File: src/rtl/scic_program_loader.sv
// scic_program_loader: holds the CPU in reset, streams a length-prefixed image into memory, then releases the CPU
//   clock, reset          : rising-edge clock, asynchronous active-high reset
//   start                 : single-cycle load request (ignored while busy)
//   rx_data/valid/ready   : byte stream in; a byte moves on a rising edge with rx_valid && rx_ready
//   cpu_reset             : active-high CPU reset, low only while the loaded image runs
//   cpu_address/we/data_out : CPU memory port, forwarded to memory only while running
//   mem_address/we/data   : shared memory port
//   busy, error, words_loaded : load status
//   Optional macro LOADER_CHECKSUM_EN adds a trailing XOR checksum byte and an ERROR state.
module scic_program_loader #(
  parameter int ADDR_W = 16,
  parameter int WORD_W = 32
) (
  input  logic              clock,
  input  logic              reset,
  input  logic              start,
  input  logic [7:0]        rx_data,
  input  logic              rx_valid,
  output logic              rx_ready,
  output logic              cpu_reset,
  input  logic [ADDR_W-1:0] cpu_address,
  input  logic              cpu_we,
  input  logic [WORD_W-1:0] cpu_data_out,
  output logic [ADDR_W-1:0] mem_address,
  output logic              mem_we,
  output logic [WORD_W-1:0] mem_data,
  output logic              busy,
  output logic              error,
  output logic [15:0]       words_loaded
);
`ifdef LOADER_CHECKSUM_EN
  typedef enum logic [3:0] {IDLE, LEN_HI, LEN_LO, DATA, COMMIT, END, CHECK, ERROR, RUN} state_t;
`else
  typedef enum logic [3:0] {IDLE, LEN_HI, LEN_LO, DATA, COMMIT, END, RUN} state_t;
`endif
  state_t state, state_n;
  logic take, accept_n, busy_n, mem_we_q;
  logic [15:0] len;
  logic [1:0] idx;
  logic [23:0] shift;
  logic [ADDR_W-1:0] mem_addr_q;
  logic [WORD_W-1:0] mem_data_q;
`ifdef LOADER_CHECKSUM_EN
  logic [7:0] csum;
`endif
  always_comb begin
    take = rx_valid && rx_ready;
    state_n = state;
    case (state)
      IDLE:    state_n = start ? LEN_HI : IDLE;
      LEN_HI:  state_n = take ? LEN_LO : LEN_HI;
      LEN_LO:  state_n = !take ? LEN_LO : ({len[15:8], rx_data} == 16'd0) ? END : DATA;
      DATA:    state_n = (take && idx == 2'd3) ? COMMIT : DATA;
      COMMIT:  state_n = (words_loaded + 16'd1 == len) ? END : DATA;
`ifdef LOADER_CHECKSUM_EN
      END:     state_n = CHECK;
      CHECK:   state_n = !take ? CHECK : (rx_data == csum) ? RUN : ERROR;
      ERROR:   state_n = start ? LEN_HI : ERROR;
`else
      END:     state_n = RUN;
`endif
      RUN:     state_n = start ? LEN_HI : RUN;
      default: state_n = IDLE;
    endcase
    accept_n = state_n == LEN_HI || state_n == LEN_LO || state_n == DATA;
    busy_n = state_n != IDLE && state_n != RUN;
`ifdef LOADER_CHECKSUM_EN
    accept_n = accept_n || state_n == CHECK;
    busy_n = busy_n && state_n != ERROR;
`endif
  end
  always_ff @(posedge clock or posedge reset) begin
    if (reset) begin
      state <= IDLE;
      rx_ready <= 1'b0;
      cpu_reset <= 1'b1;
      busy <= 1'b0;
      words_loaded <= '0;
      len <= '0;
      idx <= '0;
      shift <= '0;
      mem_addr_q <= '0;
      mem_data_q <= '0;
      mem_we_q <= 1'b0;
`ifdef LOADER_CHECKSUM_EN
      csum <= '0;
      error <= 1'b0;
`endif
    end else begin
      state <= state_n;
      rx_ready <= accept_n;
      busy <= busy_n;
      cpu_reset <= state_n != RUN;
      mem_we_q <= state_n == COMMIT;
      if (take && state == LEN_HI) len[15:8] <= rx_data;
      if (take && state == LEN_LO) begin
        len[7:0] <= rx_data;
        words_loaded <= '0;
        idx <= '0;
      end
      if (take && state == DATA) begin
        shift <= {shift[15:0], rx_data};
        idx <= idx + 2'd1;
      end
      // COMMIT is only entered on the 4th byte, so rx_data completes the word here
      if (state_n == COMMIT) begin
        mem_addr_q <= ADDR_W'(words_loaded);
        mem_data_q <= WORD_W'({shift, rx_data});
      end
      if (state == COMMIT) words_loaded <= words_loaded + 16'd1;
`ifdef LOADER_CHECKSUM_EN
      if (take) csum <= (state == LEN_HI ? 8'd0 : csum) ^ rx_data;
      error <= state_n == ERROR;
`endif
    end
  end
`ifndef LOADER_CHECKSUM_EN
  assign error = 1'b0;
`endif
  assign mem_address = (state == RUN) ? cpu_address : mem_addr_q;
  assign mem_we = (state == RUN) ? cpu_we : mem_we_q;
  assign mem_data = (state == RUN) ? cpu_data_out : mem_data_q;
endmodule
File: config.mk
export PLATFORM = sky130hd
export DESIGN_NAME = scic_program_loader
export DESIGN_NICKNAME = d
export VERILOG_FILES = /design/src/rtl/scic_program_loader.sv
export SDC_FILE = /design/constraint.sdc
export NUM_CORES = 1
export LEC_CHECK = 0
export CAP_MARGIN = 20
export CORE_UTILIZATION = 54
export CTS_CLUSTER_DIAMETER = 30
export DETAILED_ROUTE_END_ITERATION = 7
export GPL_ROUTABILITY_DRIVEN = 0
export PLACE_DENSITY = 0.85
export SLEW_MARGIN = 25
export SYNTH_ARGS = -nofsm -noshare
export SYNTH_HDL_FRONTEND = slang
export SYNTH_SLANG_ARGS = --single-unit
File: constraint.sdc
create_clock -name clock -period 7.3 [get_ports clock]
set_input_delay 1.46 -clock clock [delete_from_list [all_inputs] [get_ports clock]]
set_output_delay 1.46 -clock clock [all_outputs]
set_load 0.01 [all_outputs]
==> flow_summary.json, run 1 <==
{
  "post_dp_cell_area_sq_mm": 0.007007,
  "h-tree-depth": 4,
  "synth_seq_cells": 113,
  "pwr_density_cell_mw_per_mm2": 350.8,
  "root_buffer": "clkbuf_8",
  "min_period_over_period_pct": 56.85,
  "dr.pass1.iters": 5,
  "r2r_setup_slack_ns": 4.22,
  "antenna_found_initial": 0,
  "grt_max_degree": 59,
  "cts-buffers-inserted": 17,
  "clkSinkCount": 113,
  "grt.total_usage_pct": 27.49,
  "fin_tns_setup_ns": 0,
  "clockBufferDepth": 2,
  "fp.dieArea_sq_mm": 0.01090,
  "stdcell_area_sq_mm": 0.007591,
  "io_pins": 130,
  "numPortBuffers": 128,
  "yosys_warnings": 0,
  "hold_path_end": "mem_data_q[28]$_DFFE_PP0P_",
  "drive_gt1_share_pct": 19.34,
  "reg2reg_from": "words_loaded[0]$_DFFE_PP0P_",
  "n_antenna_cell": 0,
  "grt-ovfl-total": 0,
  "ctsHoldBuffers": 0,
  "hold_viol": 0,
  "drt_wl_total_microns": 14430,
  "rsz0062_at_grt": "false",
  "layout_commonest_cell": "nand2_1",
  "syn_inst": 564,
  "detail-route-antenna-nets": 0,
  "worst_pin_slew_ns": 0.8031,
  "synth_fp_nets": 627,
  "die_h_microns": 104.4,
  "p_leak_nw": 3.444,
  "final_cell_mix": "163 x nand2_1, 128 x clkdlybuf4s50_1, 112 x dfrtp_1",
  "post_cts_resized": 0,
  "layout.nets": 743,
  "postCtsSetupBuffers": 0,
  "synth.avg_cell_area_sq_um": 10.04,
  "cts_tree": "yes",
  "worst_setup_path_end_kind": "output port",
  "slew_violations": 0,
  "hold_class": "flop to flop",
  "fillers": 691,
  "start_util_pct": 55.35,
  "drt-initial-drc-count": 412,
  "critPathLaunchType": "flop",
  "fmax_ghz": 0.2410,
  "yosysSeqAreaShare_pct": 49.96,
  "fp.dieW_microns": 104.4,
  "peakVddDrop_mv": 0.2235,
  "drc": 0,
  "r2r_cells": 7,
  "fin_cells": 829,
  "wl_per_cell_microns": 17.40,
  "clock_skew_ns": 0.01133,
  "path_clk_slew_ns": 0.06,
  "area_growth_pct": 34.05,
  "clock_latency_ns": 0.52,
  "grt_pass1_wl_microns": 23630,
  "grt_pass1_vias": 4636,
  "arrival_ns": 2.69,
  "ys_types": 51,
  "crit_path_max_fanout": 49,
  "worstSetupPathType": "flop to output port",
  "min_period_ns": 4.150,
  "dpl.hpwl_microns": 9433,
  "coreArea_sq_mm": 0.01023,
  "r2r-end": "rx_ready$_DFF_PP0_",
  "holdPathStages": 2,
  "maxCapViolCount": 0,
  "vias": 4865,
  "hold_start": "shift[20]$_DFFE_PP0P_",
  "synth-edff-count": 0,
  "netlist_area_sq_mm": 0.005663,
  "slew_headroom_pct": 46.26,
  "setup_viol": 0,
  "vias_per_cell": 5.869,
  "rows": 37,
  "async_flop_share_pct": 100.0,
  "synth_ff_type": "dfrtp_1",
  "placed_cells": 797,
  "run_status": "complete, no violations",
  "cp_data_required_time_ns": 5.84
}
cell families (layout without fill, tap and decap cells):
logic type / count (synthesis) / count (layout) / share of synthesized area (%)
simple gates: 230 / 230 / 17.94
flops: 113 / 113 / 49.96
mux: 90 / 90 / 17.90
compound gates: 68 / 68 / 7.932
buf+inv: 42 / 171 / 2.983
xor+xnor: 18 / 18 / 2.784
fa+ha+maj: 2 / 2 / 0.4418
other cells: 1 / 1 / 0.06622
critical path, stage by stage (launching register included):
cell and delay [ns]:
dfrtp_1 0.50, nor2b_1 0.32, nand2_4 0.38, mux2_2 0.44
clkdlybuf4s50_1 0.50
cell usage after synthesis, types with 2 or more instances:
cell type	count	area, sq um
nand2_1	164	615.6
o311ai_0	5	43.79
and3_1	3	18.77
nor2b_1	3	18.77
a211o_1	3	26.28
o22ai_1	4	25.02
xor2_1	8	70.07
a22oi_1	2	15.01
o31ai_1	6	45.04
and2_1	5	31.28
nand3_1	11	55.05
o221ai_1	2	17.52
nand4_1	5	31.28
nand2b_1	3	18.77
clkbuf_1	24	90.09
xnor2_1	10	87.58
nor2_1	13	48.80
o211ai_1	2	15.01
and4_1	2	17.52
nor3_1	3	15.01
dfrtp_1	112	2803
a31oi_1	3	18.77
or4_1	3	22.52
ha_1	2	25.02
o21ai_0	24	120.1
inv_1	6	22.52
nor4_1	7	43.79
buf_1	4	15.01
buf_2	6	30.03
mux2_2	90	1013
nand3b_1	3	22.52
a21oi_1	7	35.03
sequential cells by signal (all words and copies together) (netlist names):
name and cells:
busy 1, cpu_reset 1, mem_data_q 32, shift 24, mem_addr_q 16, words_loaded 16
idx 2, len 16, mem_we_q 1, rx_ready 1, state 3
power by group:
group	internal (mW)	switching [mW]
combinational	0.489	0.345
sequential	0.844	0.194
clock	0.489	0.303
metal layers:
layer / vias up / track usage [%] / share of wire [%] / wire, microns
li1: 2208 / - / - / -
met5: - / 0 / 0 / 0
met1: 2364 / 36.60 / 42 / 6020
met2: 251 / 44.61 / 49 / 7003
met4: 0 / 10.41 / 2.6 / 376
met3: 42 / 5.263 / 7.1 / 1027
worst max path at each step:
stage	startpoint	to	slack, ns	cells after the start
final	state[1]$_DFF_PP0_	mem_data[26]	3.15	4
after floorplan	reset	busy$_DFF_PP0_	2.85	1
after detailed placement	rx_valid	mem_data_q[24]$_DFFE_PP0P_	3.18	8
after global routing	state[1]$_DFF_PP0_	mem_data[26]	3.02	4
after global placement	cpu_address[14]	mem_address[14]	3.22	3
after CTS	state[1]$_DFF_PP0_	mem_data[26]	2.80	4
cell type report:
type	count	area [sq um]	share of cell area [%]
Sequential cell	113	2829	37.27
Multi-Input combinational cell	409	2678	35.27
Timing Repair Buffer	132	1311	17.27
Tap cell	136	170.2	2.242
Inverter	7	28.78	0.3791
Clock buffer	18	417.9	5.505
Clock inverter	14	156.4	2.060
through the flow:
stage	setup slack, ns	hold slack [ns]	utilization, %	power, mW
after CTS	2.798	0.4712	74.10	2.660
after global routing	3.025	0.4855	74.20	2.792
after detailed placement	3.182	0.4581	68.48	1.855
after global placement	3.220	0.4451	68.48	1.809
final	3.150	0.4689	74.20	2.663
after floorplan	2.854	0.4331	-	1.504
(Power assumes the default switching activity.)
==> run 2: changes to the inputs <==
--- a/config.mk
+++ b/config.mk
@@ -6,11 +6,11 @@
 export NUM_CORES = 1
 export LEC_CHECK = 0
 export CAP_MARGIN = 20
-export CORE_UTILIZATION = 54
+export CORE_UTILIZATION = 46
 export CTS_CLUSTER_DIAMETER = 30
 export DETAILED_ROUTE_END_ITERATION = 7
 export GPL_ROUTABILITY_DRIVEN = 0
-export PLACE_DENSITY = 0.85
+export PLACE_DENSITY = 0.77
 export SLEW_MARGIN = 25
 export SYNTH_ARGS = -nofsm -noshare
 export SYNTH_HDL_FRONTEND = slang
==> constraint.sdc (replaced) <==
create_clock -name clock -period 3.5 [get_ports clock]
set_input_delay 0.7 -clock clock [delete_from_list [all_inputs] [get_ports clock]]
set_output_delay 0.7 -clock clock [all_outputs]
set_load 0.01 [all_outputs]
==> run 2 against run 1 <==
Net effect: the flow now finishes with violations (design-rule violations); combinational power is 110% higher; critical path depth is 1 higher; global-route usage is 3.6 points lower; first-iteration DRC count is 20% lower; final cell count is 1.8% higher; setup slack worse by 2.7 ns.
==> flow_summary.json, run 2 (synthesis results as in run 1) <==
{
  "numPortBuffers": 128,
  "violations": "design-rule violations",
  "worst_setup_path_end_kind": "output port",
  "cts_tree": "yes",
  "peakVddDrop_mv": 0.3563,
  "switching_share_pct": 29.46,
  "utilization_pct": 64.60,
  "r2r_setup_slack_ns": 0.66,
  "stdcell_area_sq_mm": 0.007760,
  "vias_per_cell": 5.634,
  "combPwrFrac_pct": 29.7,
  "post_cts_resized": 0,
  "clock_latency_ns": 0.41,
  "grt-ovfl-total": 0,
  "grt_max_degree": 54,
  "largest_registers": "mem_data_q x32, shift x24",
  "ctsHoldBuffers": 0,
  "dpl.hpwl_microns": 9766,
  "h-tree-depth": 4,
  "coreArea_sq_mm": 0.01201,
  "layout.nets": 747,
  "cp_top_family": "buffers and inverters",
  "io_pins": 130,
  "critPathLaunchType": "flop",
  "worstSetupPathType": "flop to output port",
  "grt_pass1_vias": 4771,
  "hold_path_end": "mem_data_q[29]$_DFFE_PP0P_",
  "run_status": "finished with violations",
  "seqPwrFrac_pct": 37.3,
  "hold_class": "flop to flop",
  "hold_viol": 0,
  "root_buffer": "clkbuf_16",
  "crit_buf_inv": 2,
  "fp.dieW_microns": 113.0,
  "final_cell_mix": "163 x nand2_1, 128 x clkdlybuf4s50_1, 112 x dfrtp_1",
  "drt-initial-drc-count": 329,
  "internal_power_mw": 4.112,
  "cp_data_required_time_ns": 2.80,
  "fin_tns_setup_ns": 0,
  "slew_headroom_pct": 48.23,
  "clockBufferDepth": 2,
  "maxCapViolCount": 0,
  "r2r_cells": 7,
  "fp.dieArea_sq_mm": 0.01276,
  "antenna_found_initial": 0,
  "drt_wl_total_microns": 14370,
  "postCtsSetupBuffers": 0,
  "r2r-end": "rx_ready$_DFF_PP0_",
  "start_util_pct": 47.15,
  "path_clk_slew_ns": 0.05,
  "post_dp_cell_area_sq_mm": 0.007089,
  "crit_path_max_fanout": 49,
  "p_leak_nw": 3.511,
  "fmax_ghz": 0.3259,
  "switchingPower_mw": 1.717,
  "grt.total_usage_pct": 23.91,
  "worst_pin_slew_ns": 0.7766,
  "max_stage_delay_ns": 0.49,
  "wl_per_cell_microns": 17.03,
  "min_period_ns": 3.069,
  "detail-route-antenna-nets": 0,
  "dr.pass1.iters": 8,
  "drc": 1,
  "cpMaxStageDelayCell": "clkdlybuf4s50_1",
  "area_growth_pct": 37.03,
  "rows": 40,
  "vias": 4755,
  "pwr_density_cell_mw_per_mm2": 751.2,
  "die_h_microns": 113.0,
  "top_register": "mem_data_q",
  "holdPathStages": 2,
  "clkSinkCount": 113,
  "reg2reg_from": "words_loaded[0]$_DFFE_PP0P_",
  "rsz0062_at_grt": "false",
  "layout_commonest_cell": "nand2_1",
  "largest_reg_flops": 32,
  "drive_gt1_share_pct": 19.80,
  "hold_start": "shift[21]$_DFFE_PP0P_",
  "n_antenna_cell": 0,
  "total_power_mw": 5.829,
  "pwr-share-clk_pct": 33.0,
  "min_period_over_period_pct": 87.68,
  "clock_skew_ns": 0.007488,
  "setup_viol": 0,
  "slew_violations": 0,
  "arrival_ns": 2.37,
  "cts-buffers-inserted": 17,
  "grt_pass1_wl_microns": 23870,
  "crit_chain": "nor2b_1 -> nand2_2 -> buf_12 -> mux2_2 -> clkdlybuf4s50_1"
}
==> run 2: cell type report <==
cell class / count / area (sq um)
Tap cell: 147 / 183.9
Inverter: 7 / 30.03
Timing Repair Buffer: 136 / 1379
Sequential cell: 113 / 2829
Clock buffer: 20 / 466.7
Clock inverter: 12 / 203.9
Multi-Input combinational cell: 409 / 2668
Fill cell: 953 / 4252
==> run 2: power groups by stage <==
stage | Clock [mW] | Sequential [mW] | Combinational (mW)
after detailed placement | 0 | 2.18 | 1.72
after global placement | 0 | 2.16 | 1.67
final | 1.92 | 2.17 | 1.73
after CTS | 1.94 | 2.17 | 1.75
after global routing | 2.01 | 2.24 | 1.89
after floorplan | 0 | 2.01 | 1.12
==> run 2: metrics by stage <==
step,instances,hold WS (ns),worst slack (ns)
6_report,844,0.4639,0.4313
4_1_cts,844,0.4621,0.4342
3_3_place_gp,812,0.4507,0.8390
5_1_grt,844,0.5011,0.3351
2_1_floorplan,564,0.4331,0.9214
3_5_place_dp,812,0.4480,0.7350
==> run 2: worst max-delay path by stage <==
stage	startpoint	to	slack [ns]	cells after the start
floorplan	state[1]$_DFF_PP0_	mem_data[21]	0.92	6
finish	state[1]$_DFF_PP0_	mem_address[11]	0.43	5
CTS	state[1]$_DFF_PP0_	mem_address[11]	0.43	5
global placement	rx_data[4]	busy$_DFF_PP0_	0.84	7
detailed placement	words_loaded[0]$_DFFE_PP0P_	state[1]$_DFF_PP0_	0.73	7
global route	state[1]$_DFF_PP0_	mem_address[7]	0.34	5
==> run 2: worst reg2reg max path: cells and delay by family, from the launching register on <==
| kind | cells | cell delay, ns |
|---|---|---|
| simple gates | 4 | 1.57 |
| compound gates | 2 | 0.32 |
| fa+ha+maj | 1 | 0.30 |
| flops | 1 | 0.49 |
==> run 2: metal layers <==
metal  wire length (microns)  global-route usage (%)  share of wire, %
met1                    6361                   31.86                44
met2                    6935                   38.60                48
met3                     775                   4.928               5.4
met4                     297                   9.298               2.1
met5                       0                       0                 0
==> run 3: changes to the inputs <==
--- a/config.mk
+++ b/config.mk
@@ -10,7 +10,7 @@
 export CTS_CLUSTER_DIAMETER = 30
 export DETAILED_ROUTE_END_ITERATION = 7
 export GPL_ROUTABILITY_DRIVEN = 0
-export PLACE_DENSITY = 0.77
+export PLACE_DENSITY = 0.81
 export SLEW_MARGIN = 25
 export SYNTH_ARGS = -nofsm -noshare
 export SYNTH_HDL_FRONTEND = slang
==> run 3 against run 2 <==
Net effect: the run now ends clean; clock-buffer cell count decreased by 2; first-iteration DRC count increased by 16%; register-to-register slack worse by 0.13 ns; clock power down 12%; sequential cell count did not move; sequential power hardly changed; setup slack lost 0.12 ns; final cell count decreased by 0.24%; fmax down 3.9%; clock skew barely moved; combinational power about the same; critical path type unchanged.
==> flow_summary.json, run 3 (synthesis results as in run 1) <==
{
  "run_status": "complete, no violations",
  "cts-buffers-inserted": 17,
  "layout.nets": 745,
  "vias_per_cell": 5.691,
  "arrival_ns": 2.49,
  "path_clk_slew_ns": 0.06,
  "root_buffer": "clkbuf_16",
  "slew_headroom_pct": 39.74,
  "drc": 0,
  "fin_tns_setup_ns": 0,
  "holdPathStages": 2,
  "min_period_ns": 3.193,
  "rows": 40,
  "slew_violations": 0,
  "post_cts_resized": 0,
  "dpl.hpwl_microns": 9899,
  "topRoutingLayerUsed": "met4",
  "start_util_pct": 47.15,
  "setup_viol": 0,
  "h-tree-depth": 4,
  "die_h_microns": 113.0,
  "dr.pass1.iters": 5,
  "max_stage_delay_ns": 0.48,
  "clockBufferDepth": 2,
  "grt_max_degree": 114,
  "pwr_density_cell_mw_per_mm2": 730.9,
  "worst_pin_slew_ns": 0.9006,
  "rsz0062_at_grt": "false",
  "top_register": "mem_data_q",
  "post_dp_cell_area_sq_mm": 0.007062,
  "r2r_cells": 7,
  "min_period_over_period_pct": 91.22,
  "clock_latency_ns": 0.41,
  "n_antenna_cell": 0,
  "cpMaxStageDelayCell": "dfrtp_1",
  "layout_commonest_cell": "nand2_1",
  "cts_tree": "yes",
  "crit_chain": "nor2b_1 -> nand2_2 -> buf_12 -> mux2_2 -> clkdlybuf4s50_1",
  "coreArea_sq_mm": 0.01201,
  "io_pins": 130,
  "total_power_mw": 5.589,
  "peakVddDrop_mv": 0.3364,
  "dr_wl_met3_microns": 757,
  "utilization_pct": 63.67,
  "final_cell_mix": "163 x nand2_1, 128 x clkdlybuf4s50_1, 112 x dfrtp_1",
  "postCtsSetupBuffers": 0,
  "critPathLaunchType": "flop",
  "grt-ovfl-total": 0,
  "worst_setup_path_end_kind": "output port",
  "fmax_ghz": 0.3132,
  "maxCapViolCount": 0,
  "numPortBuffers": 128,
  "crit_path_max_fanout": 42,
  "wl_met2_microns": 7333,
  "fp.dieW_microns": 113.0,
  "grt.total_usage_pct": 23.83,
  "antenna_found_initial": 0,
  "drt-initial-drc-count": 382,
  "clock_skew_ns": 0.007868,
  "drive_gt1_share_pct": 19.42,
  "grt_pass1_wl_microns": 23800,
  "detail-route-antenna-nets": 0,
  "largest_registers": "mem_data_q x32, shift x24",
  "grt_pass1_vias": 4757,
  "vias": 4792,
  "largest_reg_flops": 32,
  "p_leak_nw": 3.452,
  "area_growth_pct": 35.04,
  "hold_viol": 0,
  "drt-met1-wl_microns": 6234,
  "wl_per_cell_microns": 17.50,
  "ctsHoldBuffers": 0,
  "fp.dieArea_sq_mm": 0.01276,
  "clkSinkCount": 113,
  "worstSetupPathType": "flop to output port",
  "drt_wl_total_microns": 14730,
  "hold_class": "flop to flop",
  "cp_data_required_time_ns": 2.80,
  "stdcell_area_sq_mm": 0.007647
}
-- run 3: cell count changes in the layout (fill, tap and decap cells not counted) --
| cell | delta |
|---|---|
| clkinvlp_4 | +1 |
| clkbuf_8 | -3 |
| clkbuf_1 | +1 |
| bufinv_16 | -3 |
| buf_4 | -1 |
| clkinv_4 | +2 |
| inv_6 | +2 |
| buf_12 | -1 |
-- run 3: cell type report --
cell class	count	area, sq um
clock buffer	18	429.2
tap	147	183.9
inverter	7	30.03
sequential	113	2829
timing repair buffer	134	1351
fill	937	4364
multi-input combinational	409	2668
clock inverter	14	156.4
-- run 3: critical path: cells and delay by family (launching register included) --
kind          cells  cell delay, ns
simple gates      2            0.44
flops             1            0.48
mux               1            0.38
buf+inv           2            0.75
-- run 3: worst paths after layout --
path | from | endpoint | slack, ns
setup reg to reg | words_loaded[0]$_DFFE_PP0P_ | state[1]$_DFF_PP0_ | 0.53
hold reg to reg | shift[22]$_DFFE_PP0P_ | mem_data_q[30]$_DFFE_PP0P_ | 0.46
max in group asynchronous | reset | mem_addr_q[10]$_DFFE_PP0P_ | 2.25
setup / recovery | state[1]$_DFF_PP0_ | mem_data[17] | 0.31
min in group asynchronous | reset | mem_data_q[9]$_DFFE_PP0P_ | 0.80
hold / removal | shift[22]$_DFFE_PP0P_ | mem_data_q[30]$_DFFE_PP0P_ | 0.46
-- run 3: power by group --
part | switching, mW | total [mW] | leakage (nW) | internal, mW
sequential | 0.411 | 2.17 | 1.46 | 1.76
combinational | 0.714 | 1.74 | 1.72 | 1.02
clock | 0.625 | 1.68 | 0.274 | 1.05
total | 1.75 | 5.59 | 3.45 | 3.84
-- run 3: metrics by stage --
step	std cells	setup slack (ns)	hold WS, ns
3_5_place_dp	810	0.5954	0.4525
3_3_place_gp	810	0.7779	0.4469
6_report	842	0.3074	0.4630
5_1_grt	842	0.2102	0.4900
4_1_cts	842	0.3050	0.4673
2_1_floorplan	564	0.9214	0.4331
-- run 3: per-layer routing --
metal | up-vias | GRT usage [%]
met3 | 43 | 5.624
met2 | 193 | 38.97
met4 | 0 | 8.947
met1 | 2357 | 31.02
li1 | 2199 | -
met5 | - | 0
